==> src/rtl/if_fetch_stage_if.sv <==
// Instruction-memory request/response port of the fetch stage.
// In-order responses; a request is accepted when imem_req && imem_gnt.
interface if_fetch_stage_if;
    logic        imem_req;
    logic [31:0] imem_addr;
    logic        imem_gnt;
    logic        imem_rvalid;
    logic [31:0] imem_rdata;

    modport master (
        output imem_req,
        output imem_addr,
        input  imem_gnt,
        input  imem_rvalid,
        input  imem_rdata
    );

    modport slave (
        input  imem_req,
        input  imem_addr,
        output imem_gnt,
        output imem_rvalid,
        output imem_rdata
    );
endinterface

==> src/rtl/if_fetch_stage.sv <==
// RV32I instruction-fetch stage producing the IF/ID register for decode.
// Define IF_PREFETCH_EN for two outstanding/buffered fetches (DEPTH=2); default DEPTH=1.
module if_fetch_stage #(
    parameter logic [31:0] RESET_PC = 32'h0000_0000,
    parameter logic [31:0] NOP_INST = 32'h0000_0013
) (
    input  logic                      clk,
    input  logic                      reset,
    input  logic                      stall,
    input  logic                      redirect,
    input  logic [31:0]               redirect_pc,
    if_fetch_stage_if.master          imem_bus,
    output logic [31:0]               if_id_inst,
    output logic [31:0]               if_id_pc,
    output logic                      if_id_valid
);

`ifdef IF_PREFETCH_EN
    localparam int unsigned DEPTH = 2;
`else
    localparam int unsigned DEPTH = 1;
`endif
    localparam int unsigned PW  = (DEPTH > 1) ? $clog2(DEPTH) : 1;
    localparam int unsigned CW  = $clog2(DEPTH + 1);
    localparam int unsigned CW1 = CW + 1;

    typedef struct packed {
        logic [31:0] pc;
        logic [31:0] inst;
    } ibuf_entry_t;

    function automatic logic [PW-1:0] ptr_inc(input logic [PW-1:0] p);
        return (p == PW'(DEPTH - 1)) ? '0 : p + PW'(1);
    endfunction

    logic [31:0]                fetch_pc_q,  fetch_pc_n;
    logic [DEPTH-1:0][31:0]     pcq_q,       pcq_n;
    logic [PW-1:0]              pcq_rd_q,    pcq_rd_n;
    logic [PW-1:0]              pcq_wr_q,    pcq_wr_n;
    ibuf_entry_t [DEPTH-1:0]    ibuf_q,      ibuf_n;
    logic [PW-1:0]              ib_rd_q,     ib_rd_n;
    logic [PW-1:0]              ib_wr_q,     ib_wr_n;
    logic [CW-1:0]              ib_cnt_q,    ib_cnt_n;
    logic [CW-1:0]              in_flight_q, in_flight_n;
    logic [CW-1:0]              discard_q,   discard_n;
    logic [31:0]                inst_n,      pc_n;
    logic                       valid_n;

    logic        credit_c;
    logic        grant_c;
    logic        resp_c;
    logic        push_c;
    logic        pop_c;
    logic [31:0] redirect_pc_c;

    // Credit uses registered counts only, so a pop frees a slot one cycle later.
    assign credit_c      = (CW1'(in_flight_q) + CW1'(ib_cnt_q)) < CW1'(DEPTH);
    assign imem_bus.imem_req  = !reset && !redirect && credit_c;
    assign imem_bus.imem_addr = fetch_pc_q;
    assign grant_c       = imem_bus.imem_req && imem_bus.imem_gnt;
    assign resp_c        = imem_bus.imem_rvalid && (in_flight_q != '0) && !reset;
    assign redirect_pc_c = {redirect_pc[31:2], 2'b00};

    always_comb begin
        fetch_pc_n  = fetch_pc_q;
        pcq_n       = pcq_q;
        pcq_rd_n    = pcq_rd_q;
        pcq_wr_n    = pcq_wr_q;
        ibuf_n      = ibuf_q;
        ib_rd_n     = ib_rd_q;
        ib_wr_n     = ib_wr_q;
        ib_cnt_n    = ib_cnt_q;
        discard_n   = discard_q;
        inst_n      = if_id_inst;
        pc_n        = if_id_pc;
        valid_n     = if_id_valid;
        push_c      = 1'b0;
        pop_c       = 1'b0;

        if (grant_c) begin
            pcq_n[pcq_wr_q] = fetch_pc_q;
            pcq_wr_n        = ptr_inc(pcq_wr_q);
            fetch_pc_n      = fetch_pc_q + 32'd4;
        end
        if (resp_c) begin
            pcq_rd_n = ptr_inc(pcq_rd_q);
        end
        in_flight_n = in_flight_q + CW'(grant_c) - CW'(resp_c);

        // Redirect drops the buffer and any same-cycle response; the rest is discarded later.
        if (redirect) begin
            fetch_pc_n = redirect_pc_c;
            ib_rd_n    = '0;
            ib_wr_n    = '0;
            ib_cnt_n   = '0;
            discard_n  = in_flight_q - CW'(resp_c);
            inst_n     = NOP_INST;
            pc_n       = redirect_pc_c;
            valid_n    = 1'b0;
        end else begin
            if (resp_c) begin
                if (discard_q != '0) begin
                    discard_n = discard_q - CW'(1);
                end else begin
                    push_c = 1'b1;
                end
            end
            if (!stall) begin
                if (ib_cnt_q != '0) begin
                    pop_c   = 1'b1;
                    inst_n  = ibuf_q[ib_rd_q].inst;
                    pc_n    = ibuf_q[ib_rd_q].pc;
                    valid_n = 1'b1;
                end else begin
                    inst_n  = NOP_INST;
                    valid_n = 1'b0;
                end
            end
            if (push_c) begin
                ibuf_n[ib_wr_q].pc   = pcq_q[pcq_rd_q];
                ibuf_n[ib_wr_q].inst = imem_bus.imem_rdata;
                ib_wr_n              = ptr_inc(ib_wr_q);
            end
            if (pop_c) begin
                ib_rd_n = ptr_inc(ib_rd_q);
            end
            ib_cnt_n = ib_cnt_q + CW'(push_c) - CW'(pop_c);
        end
    end

    always_ff @(posedge clk) begin
        if (reset) begin
            fetch_pc_q  <= RESET_PC;
            pcq_q       <= '0;
            pcq_rd_q    <= '0;
            pcq_wr_q    <= '0;
            ibuf_q      <= '0;
            ib_rd_q     <= '0;
            ib_wr_q     <= '0;
            ib_cnt_q    <= '0;
            in_flight_q <= '0;
            discard_q   <= '0;
            if_id_inst  <= NOP_INST;
            if_id_pc    <= RESET_PC;
            if_id_valid <= 1'b0;
        end else begin
            fetch_pc_q  <= fetch_pc_n;
            pcq_q       <= pcq_n;
            pcq_rd_q    <= pcq_rd_n;
            pcq_wr_q    <= pcq_wr_n;
            ibuf_q      <= ibuf_n;
            ib_rd_q     <= ib_rd_n;
            ib_wr_q     <= ib_wr_n;
            ib_cnt_q    <= ib_cnt_n;
            in_flight_q <= in_flight_n;
            discard_q   <= discard_n;
            if_id_inst  <= inst_n;
            if_id_pc    <= pc_n;
            if_id_valid <= valid_n;
        end
    end

endmodule

==> src/flat_wrapper.sv <==
// flat-port wrapper written by rule: the top's interface ports become plain ports
module if_fetch_stage_flat 
#(
    parameter logic [31:0] RESET_PC = 32'h0000_0000,
    parameter logic [31:0] NOP_INST = 32'h0000_0013
)
  (clk, reset, stall, redirect, redirect_pc, if_id_inst, if_id_pc, if_id_valid, imem_bus_imem_req, imem_bus_imem_addr, imem_bus_imem_gnt, imem_bus_imem_rvalid, imem_bus_imem_rdata);
  if_fetch_stage_if imem_bus_i ();
  input  logic clk;
  input  logic reset;
  input  logic stall;
  input  logic redirect;
  input  logic [31:0] redirect_pc;
  output logic [31:0] if_id_inst;
  output logic [31:0] if_id_pc;
  output logic if_id_valid;
  output wire logic [$bits(imem_bus_i.imem_req)-1:0] imem_bus_imem_req;
  output wire logic [$bits(imem_bus_i.imem_addr)-1:0] imem_bus_imem_addr;
  input wire logic [$bits(imem_bus_i.imem_gnt)-1:0] imem_bus_imem_gnt;
  input wire logic [$bits(imem_bus_i.imem_rvalid)-1:0] imem_bus_imem_rvalid;
  input wire logic [$bits(imem_bus_i.imem_rdata)-1:0] imem_bus_imem_rdata;
  assign imem_bus_imem_req = imem_bus_i.imem_req;
  assign imem_bus_imem_addr = imem_bus_i.imem_addr;
  assign imem_bus_i.imem_gnt = imem_bus_imem_gnt;
  assign imem_bus_i.imem_rvalid = imem_bus_imem_rvalid;
  assign imem_bus_i.imem_rdata = imem_bus_imem_rdata;
  if_fetch_stage #(.RESET_PC(RESET_PC), .NOP_INST(NOP_INST)) u_core (.clk(clk), .reset(reset), .stall(stall), .redirect(redirect), .redirect_pc(redirect_pc), .imem_bus(imem_bus_i), .if_id_inst(if_id_inst), .if_id_pc(if_id_pc), .if_id_valid(if_id_valid));
endmodule
==> config.mk <==
export PLATFORM = sky130hd
export DESIGN_NAME = if_fetch_stage_flat
export DESIGN_NICKNAME = d
export VERILOG_FILES = /design/src/rtl/if_fetch_stage_if.sv /design/src/rtl/if_fetch_stage.sv /design/src/flat_wrapper.sv
export SDC_FILE = /design/constraint.sdc
export NUM_CORES = 1
export LEC_CHECK = 0
export CORE_MARGIN = 8
export CORE_UTILIZATION = 25
export CTS_BUF_LIST = sky130_fd_sc_hd__clkbuf_8
export CTS_CLUSTER_DIAMETER = 150
export DETAILED_ROUTE_END_ITERATION = 10
export PLACE_DENSITY = 0.5
export RECOVER_POWER = 100
export SLEW_MARGIN = 10
export SYNTH_ARGS = -nofsm -noshare
export SYNTH_HDL_FRONTEND = slang
export SYNTH_SLANG_ARGS = --single-unit
==> constraint.sdc <==
create_clock -name clk -period 2.25 [get_ports clk]
set_input_delay 0.5625 -clock clk [delete_from_list [all_inputs] [get_ports clk]]
set_output_delay 0.5625 -clock clk [all_outputs]
set_load 0.1 [all_outputs]
==> results of run 1 <==
-- power by group through the flow --
stage | clock (mW) | sequential [mW] | combinational (mW)
6_report | 2.29 | 3.50 | 1.08
5_1_grt | 2.51 | 3.51 | 1.14
3_5_place_dp | 0 | 3.58 | 1.15
4_1_cts | 2.37 | 3.50 | 1.16
2_1_floorplan | 0 | 4.04 | 0.296
3_3_place_gp | 0 | 3.58 | 1.15
-- final cells by class --
cell class / instances / area, sq um / area share [%]
multi-input cells: 636 / 3330 / 35.1
clock buffers: 18 / 248 / 2.61
repair buffers: 208 / 1470 / 15.5
inverters: 7 / 26.3 / 0.277
clock inverters: 14 / 145 / 1.53
well taps: 390 / 488 / 5.14
flip-flops and latches: 188 / 3790 / 39.9
-- path summary, 6_finish.rpt --
path                                                      to  slack (ps)  cells after the start
setup reg to reg  u_core.imem_bus.imem_addr[31]$_SDFFE_PP0P_         190                      5
hold / removal                u_core.ibuf_q[42]$_SDFFE_PP0P_         450                      2
setup / recovery                           imem_bus_imem_req         100                      4
hold reg to reg               u_core.ibuf_q[42]$_SDFFE_PP0P_         450                      2
-- layer usage --
metal	vias up	wire, microns	track usage, %	part of all wire, %
li1	3361	-	-	-
met1	3197	11900	18.3	48
met2	196	11000	21.5	44
met3	18	1680	4.57	6.7
met4	2	321	3.01	1.3
met5	-	18	0	0.072
-- stage by stage --
stage,area (sq um),std cells
2_1_floorplan,7490,899
3_3_place_gp,9490,1429
3_5_place_dp,9490,1429
4_1_cts,9880,1461
5_1_grt,9490,1461
6_report,9490,1461
-- layout by cell type, fill, tap and decap left out, drive strengths merged, types with 6 or more instances in the layout --
master,count
nand2,247
a22oi,29
nand4,14
mux2i,13
clkinv,7
nor3,9
nor4,7
a311oi,8
a21oi,127
and2,9
nand3,14
dfxtp,188
inv,10
a31oi,7
o21a,15
nor2,62
buf,32
clkdlybuf4s50,63
o22ai,6
clkbuf,129
a21boi,14
xor2,11
-- logic make-up (layout without fill, tap and decap cells) --
logic type               after synthesis  in the layout  share of synthesized area (%)
XOR/XNOR                              16             16                           1.88
multiplexers                          15             15                           2.05
other                                  1              4                         0.0504
flip-flops                           188            188                           50.5
buffers and inverters                 75            247                           4.67
AND/OR/NAND/NOR                      378            378                           22.5
AO/OA/AOI/OAI                        222            222                           18.1
adder cells (fa/ha/maj)                1              1                          0.168
-- flip-flops by register name, indices dropped and copies added (netlist names) --
name                       count
u_core.discard_q               1
u_core.ib_cnt_q                1
u_core.ibuf_q                 62
u_core.if_id_inst             32
u_core.if_id_pc               30
u_core.if_id_valid             1
u_core.imem_bus.imem_addr     30
u_core.in_flight_q             1
u_core.pcq_q                  30
-- worst max-delay path, delay by kind of cell --
kind                   cells  cell delay (ps)
and+or+nand+nor            2              520
buffers and inverters      2              500
==> results.py, run 1 <==
metrics = {
    "timing": {
        "setup_tns_ps": 0,
        "min_period_over_period_pct": 95.6,
        "fin_ws_ps": 99.6,
        "max_freq_mhz": 465,
        "hold_viol_final": 0,
        "layout_min_cycle_time_ps": 2150,
        "setup_violations": 0,
        "slew_headroom_pct": 43.5,
        "fin_skew_ps": 20.1,
        "max_slew.worst_pin.slew_ps": 848,
        "slew_violations": 0,
        "rsz0062_at_grt": "no",
        "whs_ps": 455,
    },
    "power_and_ir_drop": {
        "switchingPower_mw": 2.18,
        "p_int_mw": 4.70,
        "finalPower_mw": 6.88,
        "max-vdd-ir-drop_v": 0.000308,
        "powerDensity_nw_per_um2": 725,
        "p_sw_share_pct": 31.7,
        "p_leak_nw": 3.46,
        "combPwrFrac_pct": 15.7,
        "p_clk_share_pct": 33.4,
        "p_seq_share_pct": 50.9,
    },
    "outcome": {
        "status": "finished clean",
    },
    "clock_tree": {
        "postCtsSetupBuffers": 0,
        "h-tree-depth": 4,
        "hold_buffers": 0,
        "clock_tree.root_cell": "clkbuf_8",
        "clock_path_buffers": 2,
        "clk_pin_slew_ps": 100,
        "clock_sinks": 188,
        "cts.repair.resized": 0,
        "clock_latency_ps": 470,
        "cts_tree": "built",
        "cts_buffers": 17,
    },
    "synth": {
        "ys_top_cells_by_area": "dfxtp_1 (51%), nand2_1 (12%), a21oi_1 (8.5%), nor2_1 (3.1%), a22oi_1 (2.9%)",
        "yosysTopAreaCellShare_pct": 50.5,
        "synthArstFlopShare_pct": 0,
        "ys_warn_count": 0,
        "yosysMostFrequentCell": "nand2_1",
        "synth_edf_count": 0,
        "yosys-top-cells-count": "nand2_1 (247), dfxtp_1 (188), a21oi_1 (127)",
        "synth_seq_cells": 188,
        "postSynthCellCount": 896,
        "ys_types": 54,
        "synth_top_area_cell": "dfxtp_1",
        "synth_area_sq_um": 7450,
        "yosysSeqAreaShare_pct": 50.5,
        "ys.flop_type": "dfxtp_1",
        "synth.avg_cell_area_sq_um": 8.31,
    },
    "detailed_routing": {
        "wl_microns": 24900,
        "drc": 0,
        "ant_nets": 0,
        "dr.pass1.iters": 4,
        "post_drt_wl_per_cell_microns": 17.0,
        "via_count": 6774,
        "via_per_inst": 4.64,
        "detail_route.iter0.violations": 433,
    },
    "final_layout": {
        "layout-area-overhead-vs-synth_pct": 27.4,
        "nNetsFinal": 1129,
        "fillers": 3250,
        "utilization_pct": 32.2,
        "drive_above_1_share_pct": 18.4,
        "antenna_cells": 0,
    },
    "placement": {
        "dp_slack_ps": -184,
        "place_congestion": 0.743,
        "portBuffers": 161,
        "hpwl_microns": 17500,
    },
    "floorplanning": {
        "initial_core_util_pct": 25.3,
        "floorplan.rows": 63,
        "ios": 168,
        "core_area_sq_um": 29500,
        "dieArea_sq_um": 35600,
        "die_h_microns": 189,
        "die_width_microns": 189,
    },
    "worst_setup_path": {
        "cp_cell_sequence": "buf_4 > or2_2 > nor3_4 > clkbuf_4",
        "worstPathArrival_ps": 1590,
        "endpoint_kind": "output pin",
        "worst_ep_required_time_ps": 1690,
        "startpoint_type": "input port",
        "r2r_start": "u_core.imem_bus.imem_addr[8]$_SDFFE_PP0P_",
        "crit_start": "reset",
        "slowest_delay_ps": 390,
        "crit_fanout": 6,
        "worst_path_max_delay_cell": "or2_2",
        "crit_type": "input port to output pin",
    },
    "global_routing": {
        "grt_use_total_pct": 13.8,
        "grt-ovfl-total": 0,
        "grt_max_degree": 69,
        "grt_first_pass_wirelength_microns": 39000,
        "grt_pass1_vias": 6721,
        "antenna_found_initial": 1,
    },
    "job": {
        "cap_violations": 0,
    },
    "hold_path": {
        "hp-start": "u_core.pcq_q[10]$_SDFFE_PP0P_",
        "hold_class": "register to register",
    },
}
(Power assumes the default switching activity.)
==> inputs of run 2 (changes only) <==
--- a/config.mk
+++ b/config.mk
@@ -6,13 +6,12 @@
 export NUM_CORES = 1
 export LEC_CHECK = 0
 export CORE_MARGIN = 8
-export CORE_UTILIZATION = 25
+export CORE_UTILIZATION = 40
 export CTS_BUF_LIST = sky130_fd_sc_hd__clkbuf_8
 export CTS_CLUSTER_DIAMETER = 150
 export DETAILED_ROUTE_END_ITERATION = 10
-export PLACE_DENSITY = 0.5
+export PLACE_DENSITY = 0.71
 export RECOVER_POWER = 100
-export SLEW_MARGIN = 10
 export SYNTH_ARGS = -nofsm -noshare
 export SYNTH_HDL_FRONTEND = slang
 export SYNTH_SLANG_ARGS = --single-unit
==> run 2 against run 1 <==
Net effect: sequential power barely moved; register-to-register slack improved by 80 ps; hold slack got worse by 4.2 ps; combinational power barely moved; count of clock-buffer cells in the layout rose by 2; die area fell by 35%; core utilization rose by 19 points; design area fell by 0.80%; sequential cell count did not move; cell count fell by 11%; first-iteration DRC count fell by 6.0%; clock power rose by 6%; largest power group unchanged.
==> results.py, run 2 (synthesis results as in run 1) <==
metrics = {
    "outcome": {
        "status": "finished clean",
    },
    "floorplanning": {
        "core_area_sq_um": 18500,
        "die_width_microns": 152,
        "floorplan.rows": 50,
        "ios": 168,
        "die_h_microns": 152,
        "initial_core_util_pct": 40.2,
        "dieArea_sq_um": 23200,
    },
    "timing": {
        "setup_tns_ps": 0,
        "hold_viol_final": 0,
        "max_freq_mhz": 468,
        "fin_skew_ps": 12.5,
        "max_slew.worst_pin.slew_ps": 983,
        "min_period_over_period_pct": 95.0,
        "layout_min_cycle_time_ps": 2140,
        "fin_ws_ps": 113,
        "slew_violations": 0,
        "rsz0062_at_grt": "no",
        "setup_violations": 0,
        "slew_headroom_pct": 34.4,
    },
    "final_layout": {
        "reg_top3": "u_core.ibuf_q: 62 flops, u_core.if_id_inst: 32 flops",
        "drive_above_1_share_pct": 18.6,
        "regMostFlops": "u_core.ibuf_q",
        "final_cell_mix": "nand2_1 (246), dfxtp_1 (170), a21oi_1 (127), clkbuf_2 (99), clkdlybuf4s50_1 (64)",
        "layout-area-overhead-vs-synth_pct": 26.4,
        "fillers": 1846,
        "register_area_sq_um": 3790,
        "largest_register_ffs": 62,
        "fin_cells": 1305,
        "nNetsFinal": 1129,
        "antenna_cells": 0,
        "multi_input_area_sq_um": 3350,
        "final_common_cell": "nand2_1",
    },
    "placement": {
        "hpwl_microns": 15100,
        "dpl.cell_count": 1272,
        "place_congestion": 0.809,
        "portBuffers": 161,
        "dp_slack_ps": -216,
    },
    "clock_tree": {
        "h-tree-depth": 4,
        "clock_sinks": 188,
        "cts_tree": "built",
        "clk_pin_slew_ps": 100,
        "clock_path_buffers": 2,
        "clock_latency_ps": 460,
        "hold_buffers": 0,
        "cts_buffers": 17,
        "clock_tree.root_cell": "clkbuf_8",
    },
    "worst_setup_path": {
        "cp-endpoint": "imem_bus_imem_req",
        "reg2regPathDepth": 6,
        "slowest_delay_ps": 280,
        "worst_ep_required_time_ps": 1690,
        "r2r_start": "u_core.imem_bus.imem_addr[7]$_SDFFE_PP0P_",
        "worstPathArrival_ps": 1570,
        "crit_fanout": 2,
        "startpoint_type": "input port",
        "r2r_slack_ps": 270,
        "cp_cell_sequence": "clkdlybuf4s25_1 > or2_4 > nor3_4 > buf_6",
        "r2r-end": "u_core.imem_bus.imem_addr[12]$_SDFFE_PP0P_",
        "worst_path_max_delay_cell": "clkdlybuf4s25_1",
        "endpoint_kind": "output pin",
        "crit_start": "redirect",
        "crit_type": "input port to output pin",
    },
    "power_and_ir_drop": {
        "p_int_mw": 4.88,
        "p_leak_nw": 3.49,
        "p_seq_share_pct": 50.0,
        "max-vdd-ir-drop_v": 0.000391,
        "switchingPower_mw": 2.11,
        "powerDensity_nw_per_um2": 743,
        "p_clk_share_pct": 34.6,
        "combPwrFrac_pct": 15.4,
        "p_sw_share_pct": 30.2,
    },
    "detailed_routing": {
        "dr.pass1.iters": 7,
        "post_drt_wl_per_cell_microns": 16.7,
        "via_count": 6810,
        "detail_route.iter0.violations": 407,
        "via_per_inst": 5.22,
        "drc": 0,
        "wl_microns": 21800,
        "ant_nets": 0,
    },
    "hold_path": {
        "hold_class": "register to register",
    },
    "global_routing": {
        "grt_max_degree": 90,
        "grt_use_total_pct": 18.2,
        "grt_first_pass_wirelength_microns": 34300,
        "antenna_found_initial": 0,
        "grt-ovfl-total": 0,
        "grt_pass1_vias": 6370,
    },
    "job": {
        "cap_violations": 0,
    },
}
## run 2: final cells by class
type                       instances  area share (%)
timing repair buffer             208            16.1
clock buffer                      20            2.92
inverter                           7           0.279
multi-input combinational        636            35.6
clock inverter                    12            1.71
sequential                       188            40.2
tap                              234            3.11
## run 2: how the worst min path moves through the flow
| stage | startpoint | endpoint | cells after the start |
|---|---|---|---|
| floorplan | u_core.pcq_q[2]$_SDFFE_PP0P_ | u_core.ibuf_q[34]$_SDFFE_PP0P_ | 2 |
| global placement | u_core.pcq_q[2]$_SDFFE_PP0P_ | u_core.ibuf_q[34]$_SDFFE_PP0P_ | 2 |
| detailed placement | u_core.pcq_q[30]$_SDFFE_PP0P_ | u_core.ibuf_q[62]$_SDFFE_PP0P_ | 2 |
| CTS | u_core.pcq_q[25]$_SDFFE_PP0P_ | u_core.ibuf_q[57]$_SDFFE_PP0P_ | 2 |
| global route | u_core.pcq_q[7]$_SDFFE_PP0P_ | u_core.ibuf_q[39]$_SDFFE_PP0P_ | 2 |
| finish | u_core.pcq_q[25]$_SDFFE_PP0P_ | u_core.ibuf_q[57]$_SDFFE_PP0P_ | 2 |
## run 2: critical path: cells and delay by family
kind	cells	cell delay, ps
buffers and inverters	2	530
AND/OR/NAND/NOR	2	470
## run 2: timing repair
| action | 4_1_cts | 5_1_grt |
|---|---|---|
| pin swaps | 1 | 1 |
| endpoints found under the hold margin | 0 | 0 |
| buffers inserted | 1 | 0 |
| endpoints found under the setup margin | 1 | 1 |
| resized for setup | 1 | 1 |
## run 2: power by group through the flow
stage                     registers, mW  logic, mW  clock network [mW]
final                              3.50       1.08                2.42
after global routing               3.51       1.12                2.63
after CTS                          3.50       1.14                2.48
after detailed placement           3.58       1.13                   0
after global placement             3.57       1.13                   0
after floorplan                    4.04      0.296                   0
## run 2: per-stage QoR
stage / power, mW / hold slack [ps] / util, % / area (sq um)
after CTS: 7.11 / 447 / 52.7 / 9760
after floorplan: 4.34 / 432 / - / 7490
after global placement: 4.70 / 437 / 50.3 / 9320
after global routing: 7.27 / 471 / 50.8 / 9410
after detailed placement: 4.71 / 445 / 50.3 / 9320
final: 6.99 / 451 / 50.8 / 9410
## run 2: metal layers
layer	track usage (%)	wire, microns	vias up
met5	0	0	-
met4	5.28	345	0
met3	5.47	1450	25
met2	29.2	10200	214
met1	23.2	9830	3202
li1	-	-	3369
==> inputs of run 3 (changes only) <==
--- a/config.mk
+++ b/config.mk
@@ -9,7 +9,9 @@
 export CORE_UTILIZATION = 40
 export CTS_BUF_LIST = sky130_fd_sc_hd__clkbuf_8
 export CTS_CLUSTER_DIAMETER = 150
+export CTS_CLUSTER_SIZE = 20
 export DETAILED_ROUTE_END_ITERATION = 10
+export HOLD_SLACK_MARGIN = 0.02
 export PLACE_DENSITY = 0.71
 export RECOVER_POWER = 100
 export SYNTH_ARGS = -nofsm -noshare
==> results of run 3 <==
Final layout, timing and power as in run 2 (identical DEF).
